File: src/rtl/dispatch_demux4_if.sv
// Producer/consumer bundle for the 1-to-4 dispatch demultiplexer.
// master = producer and consumers side, slave = the demux itself.
interface dispatch_demux4_if #(
    parameter int WIDTH = 32,
    parameter int DEPTH = 2
);
    localparam int LW = $clog2(DEPTH) + 1;

    logic             in_valid;
    logic             in_ready;
    logic [WIDTH-1:0] in_data;
    logic [1:0]       in_sel;
    logic [3:0]       out_valid;
    logic [3:0]       out_ready;
    logic [WIDTH-1:0] out1_data;
    logic [WIDTH-1:0] out2_data;
    logic [WIDTH-1:0] out3_data;
    logic [WIDTH-1:0] out4_data;
    logic [4*LW-1:0]  out_level;

    modport master (
        output in_valid, in_data, in_sel, out_ready,
        input  in_ready, out_valid, out1_data, out2_data, out3_data, out4_data, out_level
    );

    modport slave (
        input  in_valid, in_data, in_sel, out_ready,
        output in_ready, out_valid, out1_data, out2_data, out3_data, out4_data, out_level
    );
endinterface

File: src/rtl/dispatch_demux4.sv
// 1-to-4 dispatch demux: one tagged producer stream into four independent FIFOs.
// Optional zero-latency bypass into an empty channel: define DISPATCH_DEMUX_BYPASS_EN.
module dispatch_demux4 #(
    parameter int WIDTH = 32,
    parameter int DEPTH = 2
) (
    input  logic             i_clk,
    input  logic             i_rst_n,
    dispatch_demux4_if.slave bus
);
    localparam int PW = $clog2(DEPTH);
    localparam int LW = PW + 1;

    logic [3:0]       w_full;
    logic [3:0]       w_valid;
    logic [WIDTH-1:0] w_head  [4];
    logic [LW-1:0]    w_level [4];
    logic             w_accept;

    // Ready looks only at registered occupancy of the addressed channel.
    assign bus.in_ready = i_rst_n && !w_full[bus.in_sel];
    assign w_accept     = bus.in_valid && bus.in_ready;

    genvar gi;
    generate
        for (gi = 0; gi < 4; gi++) begin : g_ch
            logic [WIDTH-1:0] r_mem [DEPTH];
            logic [PW-1:0]    r_wptr;
            logic [PW-1:0]    r_rptr;
            logic [LW-1:0]    r_level;
            logic             w_sel;
            logic             w_empty;
            logic             w_push;
            logic             w_pop;
            logic             w_byp_valid;
            logic             w_bypass;

            assign w_sel      = (bus.in_sel == 2'(gi));
            assign w_empty    = (r_level == '0);
            assign w_full[gi] = (r_level == LW'(DEPTH));

`ifdef DISPATCH_DEMUX_BYPASS_EN
            // An empty channel presents the incoming word directly; if taken
            // right away it never touches the array.
            assign w_byp_valid = i_rst_n && bus.in_valid && w_sel && w_empty;
            assign w_bypass    = w_byp_valid && bus.out_ready[gi];
            assign w_head[gi]  = w_byp_valid ? bus.in_data : r_mem[r_rptr];
`else
            assign w_byp_valid = 1'b0;
            assign w_bypass    = 1'b0;
            assign w_head[gi]  = r_mem[r_rptr];
`endif

            assign w_push      = w_accept && w_sel && !w_bypass;
            assign w_pop       = !w_empty && bus.out_ready[gi];
            assign w_valid[gi] = !w_empty || w_byp_valid;
            assign w_level[gi] = r_level;

            always_ff @(posedge i_clk) begin
                if (w_push) begin
                    r_mem[r_wptr] <= bus.in_data;
                end
            end

            // Pointers wrap naturally because DEPTH is a power of two.
            always_ff @(posedge i_clk or negedge i_rst_n) begin
                if (!i_rst_n) begin
                    r_wptr  <= '0;
                    r_rptr  <= '0;
                    r_level <= '0;
                end else begin
                    if (w_push) begin
                        r_wptr <= r_wptr + 1'b1;
                    end
                    if (w_pop) begin
                        r_rptr <= r_rptr + 1'b1;
                    end
                    case ({w_push, w_pop})
                        2'b10:   r_level <= r_level + 1'b1;
                        2'b01:   r_level <= r_level - 1'b1;
                        default: r_level <= r_level;
                    endcase
                end
            end
        end
    endgenerate

    always_comb begin
        bus.out_level = '0;
        for (int i = 0; i < 4; i++) begin
            bus.out_level[i*LW +: LW] = w_level[i];
        end
    end

    assign bus.out_valid = w_valid;
    assign bus.out1_data = w_head[0];
    assign bus.out2_data = w_head[1];
    assign bus.out3_data = w_head[2];
    assign bus.out4_data = w_head[3];
endmodule

File: src/flat_wrapper.sv
// flat-port wrapper written by rule: the top's interface ports become plain ports
module dispatch_demux4_flat 
#(
    parameter int WIDTH = 32,
    parameter int DEPTH = 2
)
  (i_clk, i_rst_n, bus_in_valid, bus_in_data, bus_in_sel, bus_out_ready, bus_in_ready, bus_out_valid, bus_out1_data, bus_out2_data, bus_out3_data, bus_out4_data, bus_out_level);
  dispatch_demux4_if #(.WIDTH(WIDTH), .DEPTH(DEPTH)) bus_i ();
  input  logic i_clk;
  input  logic i_rst_n;
  input wire logic [$bits(bus_i.in_valid)-1:0] bus_in_valid;
  input wire logic [$bits(bus_i.in_data)-1:0] bus_in_data;
  input wire logic [$bits(bus_i.in_sel)-1:0] bus_in_sel;
  input wire logic [$bits(bus_i.out_ready)-1:0] bus_out_ready;
  output wire logic [$bits(bus_i.in_ready)-1:0] bus_in_ready;
  output wire logic [$bits(bus_i.out_valid)-1:0] bus_out_valid;
  output wire logic [$bits(bus_i.out1_data)-1:0] bus_out1_data;
  output wire logic [$bits(bus_i.out2_data)-1:0] bus_out2_data;
  output wire logic [$bits(bus_i.out3_data)-1:0] bus_out3_data;
  output wire logic [$bits(bus_i.out4_data)-1:0] bus_out4_data;
  output wire logic [$bits(bus_i.out_level)-1:0] bus_out_level;
  assign bus_i.in_valid = bus_in_valid;
  assign bus_i.in_data = bus_in_data;
  assign bus_i.in_sel = bus_in_sel;
  assign bus_i.out_ready = bus_out_ready;
  assign bus_in_ready = bus_i.in_ready;
  assign bus_out_valid = bus_i.out_valid;
  assign bus_out1_data = bus_i.out1_data;
  assign bus_out2_data = bus_i.out2_data;
  assign bus_out3_data = bus_i.out3_data;
  assign bus_out4_data = bus_i.out4_data;
  assign bus_out_level = bus_i.out_level;
  dispatch_demux4 #(.WIDTH(WIDTH), .DEPTH(DEPTH)) u_core (.i_clk(i_clk), .i_rst_n(i_rst_n), .bus(bus_i));
endmodule
File: config.mk
export PLATFORM = sky130hd
export DESIGN_NAME = dispatch_demux4_flat
export DESIGN_NICKNAME = d
export VERILOG_FILES = /design/src/rtl/dispatch_demux4_if.sv /design/src/rtl/dispatch_demux4.sv /design/src/flat_wrapper.sv
export SDC_FILE = /design/constraint.sdc
export NUM_CORES = 1
export LEC_CHECK = 0
export BUFFER_PORTS_ARGS = -buffer_cell sky130_fd_sc_hd__buf_2
export CAP_MARGIN = 25
export CORE_ASPECT_RATIO = 1.75
export CORE_MARGIN = 2
export CORE_UTILIZATION = 59
export DETAILED_ROUTE_END_ITERATION = 6
export PLACE_DENSITY = 0.84
export REMOVE_ABC_BUFFERS = 1
export SLEW_MARGIN = 5
export SYNTH_ARGS = -nofsm -noshare
export SYNTH_HDL_FRONTEND = slang
export SYNTH_SLANG_ARGS = --single-unit
File: constraint.sdc
create_clock -name i_clk -period 5.6 [get_ports i_clk]
set_input_delay 0 -clock i_clk [delete_from_list [all_inputs] [get_ports i_clk]]
set_output_delay 0 -clock i_clk [all_outputs]
set_load 0.03 [all_outputs]
==> impl_metrics.env <==
export IMPL_drt_wl_total_um=21600
export IMPL_cts_buffer_depth=3
export IMPL_pwr_share_comb_pct=29.6
export IMPL_synthToLayoutAreaGrowth_pct=24.1
export IMPL_cp_end_kind="flop"
export IMPL_post_cts_buffers=0
export IMPL_fin_worst_skew_ps=12.8
export IMPL_p_switching_mw=2.01
export IMPL_rows=63
export IMPL_drive_above_1_share_pct=50.3
export IMPL_power_mw=5.85
export IMPL_required_ps=5710
export IMPL_final_hold_violation_count=0
export IMPL_min_to="u_core.g_ch[2].r_wptr$_DFFE_PN0P_"
export IMPL_fmax_ghz=0.416
export IMPL_slew_headroom_pct=30.6
export IMPL_rsz0062_at_grt="false"
export IMPL_rr_worst_depth=3
export IMPL_place_congestion=0.812
export IMPL_drc=0
export IMPL_seq_area_frac_synth_pct=80.3
export IMPL_arrival_ps=2510
export IMPL_layout_commonest_cell="edfxtp_1"
export IMPL_cap_violations=0
export IMPL_drt_iter0_drc=278
export IMPL_antenna_found_initial=0
export IMPL_setup_worst_path_class="reg -> reg"
export IMPL_yosys_warnings=0
export IMPL_clk_latency_ps=500
export IMPL_regToRegStartpoint="u_core.g_ch[0].r_level[1]$_DFFE_PN0P_"
export IMPL_wl_per_cell_um=22.6
export IMPL_reg2reg_slack_ps=3200
export IMPL_p_sw_share_pct=34.3
export IMPL_cp_max_fo=32
export IMPL_detail_route_vias_per_cell=5.42
export IMPL_syn_area_um2=10100
export IMPL_final_cells=956
export IMPL_fin_crit_ps=2400
export IMPL_finalMaxSlewViolations=0
export IMPL_h_tree_depth=1
export IMPL_syn_inst=482
export IMPL_worstMarginPinSlew_ps=1040
export IMPL_clk_pin_slew_ps=80
export IMPL_grt_pass1_vias=5500
export IMPL_postSynthAreaPerCell_um2=20.9
export IMPL_layout_common_cells="256 x edfxtp_1, 181 x buf_2, 128 x mux2_2"
export IMPL_dp_hpwl_um=12300
export IMPL_worst_slack_ps=3200
export IMPL_hold_start="bus_in_sel[1]"
export IMPL_grt_max_degree=34
export IMPL_crit_path_start_kind="flop"
export IMPL_holdPathStages=3
export IMPL_placed_cell_area_um2=11200
export IMPL_initial_core_util_pct=59.7
export IMPL_sequentialPowerShare_pct=45.3
export IMPL_preCtsSetupSlack_ps=3130
export IMPL_coreArea_um2=16900
export IMPL_post_route_period_util_pct=42.9
export IMPL_ys_types=23
export IMPL_ant_nets=0
export IMPL_synth_seq_cells=272
export IMPL_leakagePower_nw=4.48
export IMPL_route_vias_total=5186
export IMPL_clock_sinks=272
export IMPL_nets=758
export IMPL_post_route_cell_area_um2=12500
export IMPL_drt_pass1_iter_count=4
export IMPL_die_y_um=177
export IMPL_die_area_um2=18200
export IMPL_p_per_area_nw_per_um2=468
export IMPL_finalSetupViolations=0
export IMPL_setup_tns_ps=0
export IMPL_die_x_um=103
export IMPL_outcome="finished, final reports clean"
export IMPL_overflow=0
export IMPL_grt_pass1_wl_um=30100
export IMPL_holdCritPathClass="in -> reg"
export IMPL_antenna_cells=0
export IMPL_grt_usage_pct=22.7
export IMPL_dp_cells=870
export IMPL_cts_tree="built"
export IMPL_r2r_end="u_core.g_ch[0].r_mem[0][29]$_DFFE_PP_"
export IMPL_io_buffer_count=181
export IMPL_clock_power_share_pct=25.1
export IMPL_peakVddDrop_mv=0.450
export IMPL_io_pins=182
export IMPL_p_int_mw=3.84
export IMPL_cts_buffers=22
export IMPL_ctsRootBufferMaster="clkbuf_16"
[synthesized netlist by cell type]
library cell,instances,area share (%)
buf_2,12,0.60
inv_1,4,0.15
o221a_2,1,0.11
o21a_1,1,0.075
nand2_1,2,0.075
xor2_1,8,0.70
or4b_4,1,0.14
clkbuf_1,7,0.26
or4_1,1,0.075
mux2_2,128,14
and2_1,4,0.25
dfrtp_1,16,4.0
nand2b_1,3,0.19
xnor2_2,1,0.16
or2_2,4,0.25
nor2b_1,2,0.12
buf_6,1,0.11
or3b_1,2,0.17
nor2_1,12,0.45
xnor2_1,11,0.96
edfxtp_1,256,76
mux2i_1,1,0.099
ha_1,4,0.50
[registers in the layout, summed over array words and instances, names as in the netlist]
name / count
u_core.g_ch.r_rptr: 4
u_core.g_ch.r_mem: 256
u_core.g_ch.r_level: 8
u_core.g_ch.r_wptr: 4
[power by group through the flow]
| stage | registers [mW] | logic [mW] | clock network [mW] |
|---|---|---|---|
| after floorplan | 2.64 | 1.19 | 0 |
| after global routing | 2.67 | 1.81 | 1.56 |
| final | 2.65 | 1.73 | 1.47 |
| after detailed placement | 2.69 | 1.68 | 0 |
| after CTS | 2.65 | 1.72 | 1.48 |
| after global placement | 2.67 | 1.66 | 0 |
[metrics by stage]
stage          util [%]  hold slack [ps]
2_1_floorplan         -             -296
3_3_place_gp       66.6            -76.7
3_5_place_dp       66.6            -61.5
4_1_cts            73.0             6.57
5_1_grt            74.1             36.4
6_report           74.1             36.1
[critical path: stages, from the launching register on]
cell and delay, ps:
dfrtp_1 410, nor2b_1 160, or4_1 580, nor2_4 840
[timing repair]
| item | 4_1_cts | 5_1_grt |
|---|---|---|
| resized for setup | 0 | 0 |
| endpoints found under the hold margin | 277 | 0 |
| hold buffers | 39 | 0 |
[logic make-up after synthesis]
logic type,Yosys count,share of synthesized area [%]
xor+xnor,20,1.81
flops,272,80.3
compound gates,2,0.186
buf+inv,24,1.12
fa+ha+maj,4,0.497
simple gates,31,1.71
mux,129,14.4
[final cells by class]
cell class | instances | area, um^2
Timing Repair Buffer | 227 | 1480
Multi-Input combinational cell | 186 | 1940
Sequential cell | 272 | 8090
Fill cell | 969 | 4370
Tap cell | 227 | 284
Clock buffer | 32 | 639
Inverter | 4 | 15.0
Clock inverter | 8 | 51.3
[per-layer routing]
metal  share of wire, %  vias to the layer above  global-route usage (%)
met5                  0                        -                       0
met4                2.5                        0                    10.9
met3                5.3                       33                    3.75
met1                 35                     2640                    24.9
li1                   -                     2323                       -
met2                 58                      190                    41.6
[worst max path at each step]
| stage | startpoint | end | slack [ps] | depth (start not counted) |
|---|---|---|---|---|
| floorplan | u_core.g_ch[2].r_level[1]$_DFFE_PN0P_ | u_core.g_ch[2].r_mem[0][0]$_DFFE_PP_ | 2550 | 3 |
| global placement | i_rst_n | u_core.g_ch[0].r_mem[1][12]$_DFFE_PP_ | 3260 | 4 |
| detailed placement | i_rst_n | u_core.g_ch[0].r_mem[1][3]$_DFFE_PP_ | 3130 | 4 |
| CTS | u_core.g_ch[2].r_level[1]$_DFFE_PN0P_ | u_core.g_ch[2].r_mem[0][3]$_DFFE_PP_ | 3180 | 3 |
| global route | u_core.g_ch[0].r_level[1]$_DFFE_PN0P_ | u_core.g_ch[0].r_mem[0][3]$_DFFE_PP_ | 3110 | 3 |
| finish | u_core.g_ch[0].r_level[1]$_DFFE_PN0P_ | u_core.g_ch[0].r_mem[0][29]$_DFFE_PP_ | 3200 | 3 |
Power figures use the tool's default switching activity.
